**config.mk**
```make
export PLATFORM = sky130hd
export DESIGN_NAME = cp0_exc_unit
export DESIGN_NICKNAME = d
export VERILOG_FILES = /design/src/rtl/cp0_exc_unit.sv
export SDC_FILE = /design/constraint.sdc
export NUM_CORES = 1
export LEC_CHECK = 0
export BUFFER_PORTS_ARGS = -buffer_cell sky130_fd_sc_hd__buf_2
export CAP_MARGIN = 20
export CORE_MARGIN = 2
export CORE_UTILIZATION = 50
export CTS_BUF_LIST = sky130_fd_sc_hd__clkbuf_8
export DETAILED_ROUTE_END_ITERATION = 7
export PLACE_DENSITY = 0.75
export SETUP_SLACK_MARGIN = 0.4
export SYNTH_ARGS = -nofsm -noshare
export SYNTH_HDL_FRONTEND = slang
export SYNTH_SLANG_ARGS = --single-unit
```
**constraint.sdc**
```tcl
create_clock -name clk -period 6.8 [get_ports clk]
set_clock_uncertainty 0.15 [all_clocks]
set_input_delay 1.36 -clock clk [delete_from_list [all_inputs] [get_ports clk]]
set_output_delay 1.36 -clock clk [all_outputs]
set_load 0.1 [all_outputs]
```
**src/rtl/cp0_exc_unit.sv**
```systemverilog
// CP0 register file and precise-exception arbiter at MEM; flush/target PC are combinational, state commits next edge.
// stall_i freezes every commit and mtc0 write (Count/Random/IP sampling keep running) while flush_o still asserts.
module cp0_exc_unit #(
    parameter int          HW_INT_NUM   = 6,
    parameter int          TLB_LINE_NUM = 16,
    parameter int          COUNT_DIV    = 2,
    parameter bit          TI_ON_IP7    = 1'b1,
    parameter logic [31:0] EBASE_RESET  = 32'h80000000,
    parameter logic [31:0] PRID_VAL     = 32'h00018003
) (
    input  logic                  clk,
    input  logic                  rst,
    input  logic                  stall_i,
    input  logic                  we_i,
    input  logic [4:0]            waddr_i,
    input  logic [2:0]            wsel_i,
    input  logic [31:0]           wdata_i,
    input  logic [4:0]            raddr_i,
    input  logic [2:0]            rsel_i,
    output logic [31:0]           rdata_o,
    input  logic [HW_INT_NUM-1:0] int_i,
    input  logic [8:0]            exc_req_i,
    input  logic [31:0]           pc_i,
    input  logic                  in_ds_i,
    input  logic [31:0]           mem_addr_i,
    output logic [31:0]           status_o,
    output logic [31:0]           cause_o,
    output logic [31:0]           epc_o,
    output logic [31:0]           count_o,
    output logic [31:0]           random_o,
    output logic                  timer_int_o,
    output logic                  int_take_o,
    output logic                  flush_o,
    output logic [31:0]           exc_pc_o
);
    localparam int             WW        = $clog2(TLB_LINE_NUM);
    localparam logic [WW-1:0]  RND_MAX   = WW'(TLB_LINE_NUM - 1);
    localparam int             PW        = (COUNT_DIV > 1) ? $clog2(COUNT_DIV) : 1;
    localparam logic [PW-1:0]  PRESC_MAX = PW'(COUNT_DIV - 1);

    logic [31:0]   status, epc, badvaddr, count, compare, ebase;
    logic          bd, ti, iv, wp;
    logic [5:0]    ip_hw;
    logic [1:0]    ip_sw;
    logic [4:0]    exccode;
    logic [PW-1:0] presc;
    logic [WW-1:0] random, wired;

    logic [7:0]  ip;
    logic        pending, win_eret, commit, exc_take, eret_take, bad_pc, bad_mem;
    logic [3:0]  win_idx;
    logic [4:0]  exc_code;
    logic        wr, wr_sel0, wr_count, wr_compare, wr_status, wr_cause, wr_epc, wr_wired, wr_ebase;
    logic        cnt_tick;
    logic [31:0] cnt_inc;

    assign ip          = {ip_hw[5] | (TI_ON_IP7 & ti), ip_hw[4:0], ip_sw};
    assign cause_o     = {bd, ti, 6'b0, iv, wp, 6'b0, ip, 1'b0, exccode, 2'b0};
    assign status_o    = status;
    assign epc_o       = epc;
    assign count_o     = count;
    assign random_o    = {{(32-WW){1'b0}}, random};
    assign timer_int_o = ti;

    // With TI kept off IP7 the timer is still maskable through IM7 on its own.
    assign pending = status[0] & ~status[1]
                   & ((|(status[15:8] & ip)) | (~TI_ON_IP7 & ti & status[15]));

    // Request bit order already matches priority: lowest set index wins.
    always_comb begin
        win_idx = 4'd9;
        for (int i = 8; i >= 0; i--) begin
            if (exc_req_i[i]) win_idx = 4'(i);
        end
    end

    always_comb begin
        exc_code = 5'd0;
        if (!pending) begin
            case (win_idx)
                4'd0, 4'd1: exc_code = 5'd4;
                4'd2:       exc_code = 5'd10;
                4'd3:       exc_code = 5'd8;
                4'd4:       exc_code = 5'd9;
                4'd5:       exc_code = 5'd5;
                4'd6:       exc_code = 5'd12;
                4'd7:       exc_code = 5'd13;
                default:    exc_code = 5'd0;
            endcase
        end
    end

    assign win_eret   = ~pending & (win_idx == 4'd8);
    assign bad_pc     = ~pending & (win_idx == 4'd0);
    assign bad_mem    = ~pending & ((win_idx == 4'd1) | (win_idx == 4'd5));
    assign flush_o    = pending | (|exc_req_i);
    assign commit     = flush_o & ~stall_i;
    assign exc_take   = commit & ~win_eret;
    assign eret_take  = commit & win_eret;
    assign int_take_o = pending & ~stall_i;

    always_comb begin
        exc_pc_o = 32'h0;
        if (flush_o) begin
            if (win_eret)       exc_pc_o = epc;
            else if (status[22]) exc_pc_o = 32'hBFC00380;
            else                exc_pc_o = ebase + 32'h180;
        end
    end

    assign wr         = we_i & ~stall_i;
    assign wr_sel0    = wr & (wsel_i == 3'd0);
    assign wr_count   = wr_sel0 & (waddr_i == 5'd9);
    assign wr_compare = wr_sel0 & (waddr_i == 5'd11);
    assign wr_status  = wr_sel0 & (waddr_i == 5'd12);
    assign wr_cause   = wr_sel0 & (waddr_i == 5'd13);
    assign wr_epc     = wr_sel0 & (waddr_i == 5'd14);
    assign wr_wired   = wr_sel0 & (waddr_i == 5'd6);
    assign wr_ebase   = wr & (wsel_i == 3'd1) & (waddr_i == 5'd15);

    assign cnt_tick = (presc == PRESC_MAX);
    assign cnt_inc  = count + 32'd1;

    always_ff @(posedge clk or posedge rst) begin
        if (rst) begin
            status   <= 32'h00400000;
            epc      <= 32'h0;
            badvaddr <= 32'h0;
            count    <= 32'h0;
            compare  <= 32'h0;
            ebase    <= EBASE_RESET;
            bd       <= 1'b0;
            ti       <= 1'b0;
            iv       <= 1'b0;
            wp       <= 1'b0;
            ip_hw    <= 6'h0;
            ip_sw    <= 2'h0;
            exccode  <= 5'h0;
            presc    <= '0;
            random   <= RND_MAX;
            wired    <= '0;
        end else begin
            ip_hw <= 6'(int_i);

            if (wr_count) begin
                count <= wdata_i;
                presc <= '0;
            end else if (cnt_tick) begin
                count <= cnt_inc;
                presc <= '0;
            end else begin
                presc <= presc + 1'b1;
            end

            if (wr_compare) begin
                compare <= wdata_i;
                ti      <= 1'b0;
            end else if (!wr_count && cnt_tick && (cnt_inc == compare)) begin
                ti <= 1'b1;
            end

            if (wr_wired) begin
                wired  <= wdata_i[WW-1:0];
                random <= RND_MAX;
            end else if ((wired >= RND_MAX) || (random == wired)) begin
                random <= RND_MAX;
            end else begin
                random <= random - 1'b1;
            end

            if (wr_status) status <= wdata_i;
            if (wr_cause) begin
                ip_sw <= wdata_i[9:8];
                iv    <= wdata_i[23];
                wp    <= wdata_i[22];
            end
            if (wr_epc)   epc         <= wdata_i;
            if (wr_ebase) ebase[29:0] <= wdata_i[29:0];

            // Placed after the mtc0 writes so the exception owns overlapping bits.
            if (exc_take) begin
                status[1] <= 1'b1;
                exccode   <= exc_code;
                if (!status[1]) begin
                    epc <= in_ds_i ? (pc_i - 32'd4) : pc_i;
                    bd  <= in_ds_i;
                end
                if (bad_pc)       badvaddr <= pc_i;
                else if (bad_mem) badvaddr <= mem_addr_i;
            end else if (eret_take) begin
                status[1] <= 1'b0;
            end
        end
    end

    always_comb begin
        rdata_o = 32'h0;
        case (raddr_i)
            5'd1:  if (rsel_i == 3'd0) rdata_o = random_o;
            5'd6:  if (rsel_i == 3'd0) rdata_o = {{(32-WW){1'b0}}, wired};
            5'd8:  if (rsel_i == 3'd0) rdata_o = badvaddr;
            5'd9:  if (rsel_i == 3'd0) rdata_o = count;
            5'd11: if (rsel_i == 3'd0) rdata_o = compare;
            5'd12: if (rsel_i == 3'd0) rdata_o = status;
            5'd13: if (rsel_i == 3'd0) rdata_o = cause_o;
            5'd14: if (rsel_i == 3'd0) rdata_o = epc;
            5'd15: begin
                if (rsel_i == 3'd0)      rdata_o = PRID_VAL;
                else if (rsel_i == 3'd1) rdata_o = ebase;
            end
            5'd16: if (rsel_i == 3'd0) rdata_o = 32'h00008000;
            default: rdata_o = 32'h0;
        endcase
    end
endmodule

```
# Yosys cells after proc, flatten, opt, wreduce, memory -nomap -nowiden

Memory sizes are Yosys's and may differ from the RTL's.
Index checks and enable logic that the tools add are counted.

Output and inout port bits: 227
Memories: 1
Memory bits (read-only): 32
Input port bits: 132
Register bits: 216
Word-level logic and storage cells: 133

Mux-type cells: 43
Reductions and logical operators: 15
Bitwise operators: 27
Equality and inequality tests: 24
Magnitude comparators: 1
$add $sub $neg: 5

Memories:

| name             | words | bits a word | read ports | clocked after memory_dff | wr ports | RTL line | RTL |
|---|---|---|---|---|---|---|---|
| (name not given) | 8     | 4           | 1          | 0                        | 0        | 80       | `case (win_idx)` |

Operators by type and width:

| cell                                                | number |
|---|---|
| 2-to-1 mux 32 bit                                   | 19 |
| case mux 32 bit (10 select lines)                   | 1 |
| == test 5 x 4 -> 1 bit (second input constant)      | 13 |
| 2-to-1 mux 4 bit                                    | 12 |
| adder 32 x 1 -> 32 bit (second input constant)      | 1 |
| adder 32 x 9 -> 32 bit (second input constant)      | 1 |
| == test 32 bit                                      | 1 |
| subtractor 32 x 3 -> 32 bit (second input constant) | 1 |
| AND 1 bit                                           | 19 |
| 2-to-1 mux 16 bit                                   | 1 |
| == test 5 x 3 -> 1 bit (second input constant)      | 2 |
| 2-to-1 mux 5 bit                                    | 2 |
| OR reduction 9 bit                                  | 1 |
| AND 8 bit                                           | 1 |
| OR reduction 8 bit                                  | 1 |
| 2-to-1 mux 1 bit                                    | 7 |
| == test 3 x 1 -> 1 bit (second input constant)      | 2 |
| logical NOT 3 bit                                   | 2 |
| nonzero test 2 bit                                  | 3 |
| == test 5 x 1 -> 1 bit (second input constant)      | 1 |
| == test 5 bit (second input constant)               | 1 |
| == test 4 x 1 -> 1 bit (second input constant)      | 1 |
| == test 4 x 3 -> 1 bit (second input constant)      | 1 |
| == test 4 bit                                       | 1 |
| 13 further kinds                                    | 20 |

# Longest topological paths before layout

Word-level depth: 14
Depth in mapped cells: 9

# Worst setup path before layout

Ideal clock, no wire load.

Path type: input port to output port
Start point: input port raddr_i[0]
End point: output port rdata_o[14]
Setup slack: 0.096 ns
Stages: 8
Arrival: 5.194 ns
Cell sequence: clkbuf_1 > inv_1 > or3_1 > nor2_1 > clkbuf_1 > buf_1 > a221oi_1 > o21ai_0

Word-level cells in the longest chain between the ends: 2

Ends and longest elaborated chain:

| what                                        | RTL line | RTL |
|---|---|---|
| from (decl)                                 | 18       | `input logic [4:0] raddr_i,` |
| == test 5 bit, or another cell as far along | 198      | `case (raddr_i)` |
| case mux 32 bit (10 select lines) *         | 198      |  |
| to (decl)                                   | 20       | `output logic [31:0] rdata_o,` |

Every way passes the cells marked *; elsewhere a longest branch is shown, timed or not.

# Final worst setup path

Start point: input port exc_req_i[3]
End point: output port exc_pc_o[24]

Word-level cells in the longest chain between the ends: 8

Ends and longest elaborated chain:

| what                           | RTL line | RTL |
|---|---|---|
| from (decl)                    | 22       | `input logic [8:0] exc_req_i,` |
| 2-to-1 mux 4 bit (4 in series) | 73       | `if (exc_req_i[i]) win_idx = 4'(i);` |
| == test 4 bit                  | 93       | `assign win_eret = ~pending & (win_idx == 4'd8);` |
| AND 1 bit                      | 93       |  |
| 2-to-1 mux 32 bit              | 105      | `if (win_eret) exc_pc_o = epc;` |
| 2-to-1 mux 32 bit *            | 104      | `if (flush_o) begin` |
| to (decl)                      | 34       | `output logic [31:0] exc_pc_o` |

Marks and branches as above.

==> metrics list <==
- Timing-limited maximum frequency: 177 MHz
- Mean instance size in the synthesized netlist: 9.45 um^2
- The number of clock buffers added by TritonCTS is 40.
* Count of different cell masters after synthesis: 66
* Crit path kind: input port to output port
- Summed over all layers, the routed wires come to 52100 um.
- Routability-driven placement finished with a final weighted congestion of 0.997.
- Of the post-synthesis cell area, the dominant cell type holds 0.384.
- Initial antenna violation count: 3
- Number of sinks on the clock net: 215
- Fraction of layout cells with a size suffix above 1: 0.336
- For this run, the register share of the synthesized area comes to 0.394.
- The design draws 4.32 mW.
* Required time at the endpoint of the critical path: 5.29 ns
* Leftover overflow at the end of global routing: 0
* First-pass GRT wire length: 76500 um
* Min-Delay Startpoint: random[0]
* Outcome: finished clean
- Die width: 169 um
- For this run, the number of Yosys warnings is 2.
- Final slew viol count: 0
- TritonCTS built the clock tree.
- DR vias: 13.1k
- In the post-synthesis netlist, the cell with the most instances is dfrtp_1.
- The worst setup path is launched from an input port.
- Once layout is done, the placed cells without fillers occupy 16100 um^2.
- For this configuration, the core starts out at a cell density of 0.509.
- Timing analysis after detailed placement gives a worst setup slack of 1.18 ns.
- Per-cell routed wire length: 24.8 um
- Across the VDD grid, the largest voltage drop is 0.146 mV.
* Syn Std Cell Area: 13700 um^2
- Most frequently used flop master after synthesis: dfrtp_1
- Synthesis produced 1447 cells.
- The cell sitting at the root of the clock tree is a clkbuf_8.
- In this run the power density over the cells is 268 nW/um^2.
* Post-CTS setup repair buffer count: 0
- The area growth from synthesis to layout is 17.8%.
* RR Startpoint: ip_hw[3]
- Counting flops and latches in the post-synthesis netlist gives 215.
- Sorting the synthesized cells by area gives the leading types as dfrtp_1 (38%), mux2_2 (11%), nand2_1 (5.1%).
- Post-CTS repair changed the size of 0 cells.
- After routing, the total negative slack on setup checks comes to 0 ns.
* Maximum number of pins on one net before global-route repair: 159
- Clock-pin slew was measured on the worst setup and hold paths at 0.06 ns.
- Count of standard-cell rows: 60
* Placed cell count: 2022
- The first routing iteration left 1638 violations.
* Count of port buffers added during placement: 314
- Category of the worst setup path capture point: output port
- Clk_lat worst skew: 0.56 ns
- By count the netlist is led by dfrtp_1 (210), nand2_1 (186), mux2_2 (133).
* Final non-filler cell total: 2098
* Number of endpoints failing setup at the final stage: 0
- Final net count: 1859
- The core region is 26900 um^2.
- Worst-case headroom to the max-slew limit: 0.263
- The tool flagged a number of max-cap violations equal to 0.
* DR vias/cell: 6.22
- At the pin with the least slew margin, the transition time is 1.10 ns.
* Proportion of register bits with asynchronous set or reset after synthesis: 1.00
- Hold-fix buffers at CTS: 0
* I/O Pins: 359
* Final hold violation count: 0
- The first detailed-routing pass took 6 iterations.
- The routed design could run at a clock period as short as 5.67 ns.
- Summed over all cells, the static leakage comes to 7.69 nW.
* Beginning of the critical path: exc_req_i[3]
- Largest area contributor in the synthesized netlist: dfrtp_1
* Slack of the critical path: 1.13 ns
* Area enclosed by the die boundary: 28700 um^2
- Final period util: 0.833
- DP Wirelength: 39600 um
- The synthesized design contains 0 enable-type register cells.
- The die is 169 um tall.
- In this run the worst hold path is classified as flip-flop to flip-flop.
- Area of placed instances: 15300 um^2
- In the global route stage, overall resource usage came out at 0.356.
- Fillers: 2345
- In this run the remaining antenna-violating nets after routing total 0.
- Setup repair after global routing missed its margin: no
* H-tree lvl count: 2
* Buffer levels on the longest clock path: 3
- Data arrives at the worst endpoint at 4.16 ns.
* Number of remaining DRC errors: 0
* Via count of the first global-routing pass: 12.2k
* Maximum fanout along the worst path: 26
==> path summary, 6_finish.rpt <==
path	cells past startpoint	slack, ns	end
worst min-delay path	1	0.35	random[0]
worst min register to register	1	0.35	random[0]
worst max-delay path	8	1.13	exc_pc_o[24]
worst max register to register	6	2.36	badvaddr[30]
min in group asynchronous	3	0.90	wired[0]
max in group asynchronous	4	4.25	badvaddr[16]
==> state kept, by name, summed over array words and instances, names as in the netlist, 2 cells and up <==
| name | cells |
|---|---|
| wired | 4 |
| exccode | 4 |
| random | 4 |
| ebase | 30 |
| ip_hw | 6 |
| epc_o | 32 |
| badvaddr | 32 |
| count_o | 32 |
| compare | 32 |
| ip_sw | 2 |
| status_o | 32 |
==> where the power goes <==
group	switching (mW)	internal (mW)	leakage, nW	total, mW
Combinational	1.11	0.311	4.47	1.42
Clock	0.568	0.650	0.457	1.22
Sequential	0.263	1.42	2.76	1.68
Total	1.94	2.38	7.69	4.32
==> routing by layer <==
metal  part of all wire  up-vias  routed length [um]  GRT usage
li1                   -     5725                   -          -
met1               0.42     6339               21900      0.523
met2               0.42      870               21900      0.499
met3               0.12      121                6200     0.0919
met4              0.040        0                2060      0.141
met5                  0        -                   0          0
==> placed cells by master, fill, tap and decap left out, drive strengths merged, types with 44 or more instances in the layout <==
cell type / n
buf: 338
clkbuf: 49
conb: 44
dfrtp: 210
mux2: 163
nand2: 186
nor2: 102
o21ai: 60
xnor2: 64
xor2: 66
==> final cells by class <==
class	instances	area (um^2)	share of cell area
multi-input cells	1102	7640	0.474
flip-flops and latches	215	5390	0.334
repair buffers	338	1780	0.110
clock buffers	49	674	0.0419
well taps	341	427	0.0265
inverters	26	101	0.00629
clock inverters	22	93.8	0.00582
diodes	5	12.5	0.000777
==> critical path, cell delays in order <==
cell and delay (ns):
buf_2 0.13, nor4_1 0.45, nand2_1 0.29, or3_1 0.83, nand2_1 0.39, o22ai_1 0.14, nor2_1 0.12, buf_2 0.43
==> cells by family after synthesis <==
group | share of synthesized area
buf+inv | 0.0638
flops | 0.394
mux | 0.146
fa+ha+maj | 0.00366
compound gates | 0.139
simple gates | 0.170
xor+xnor | 0.0832
other cells | 0.000274
==> per-stage QoR <==
stage	hold slack [ns]	utilization
floorplan	0.330	-
global placement	0.335	0.570
detailed placement	0.335	0.570
CTS	0.350	0.599
global route	0.366	0.599
finish	0.349	0.600
No activity file was read; power rests on OpenSTA's default activity.
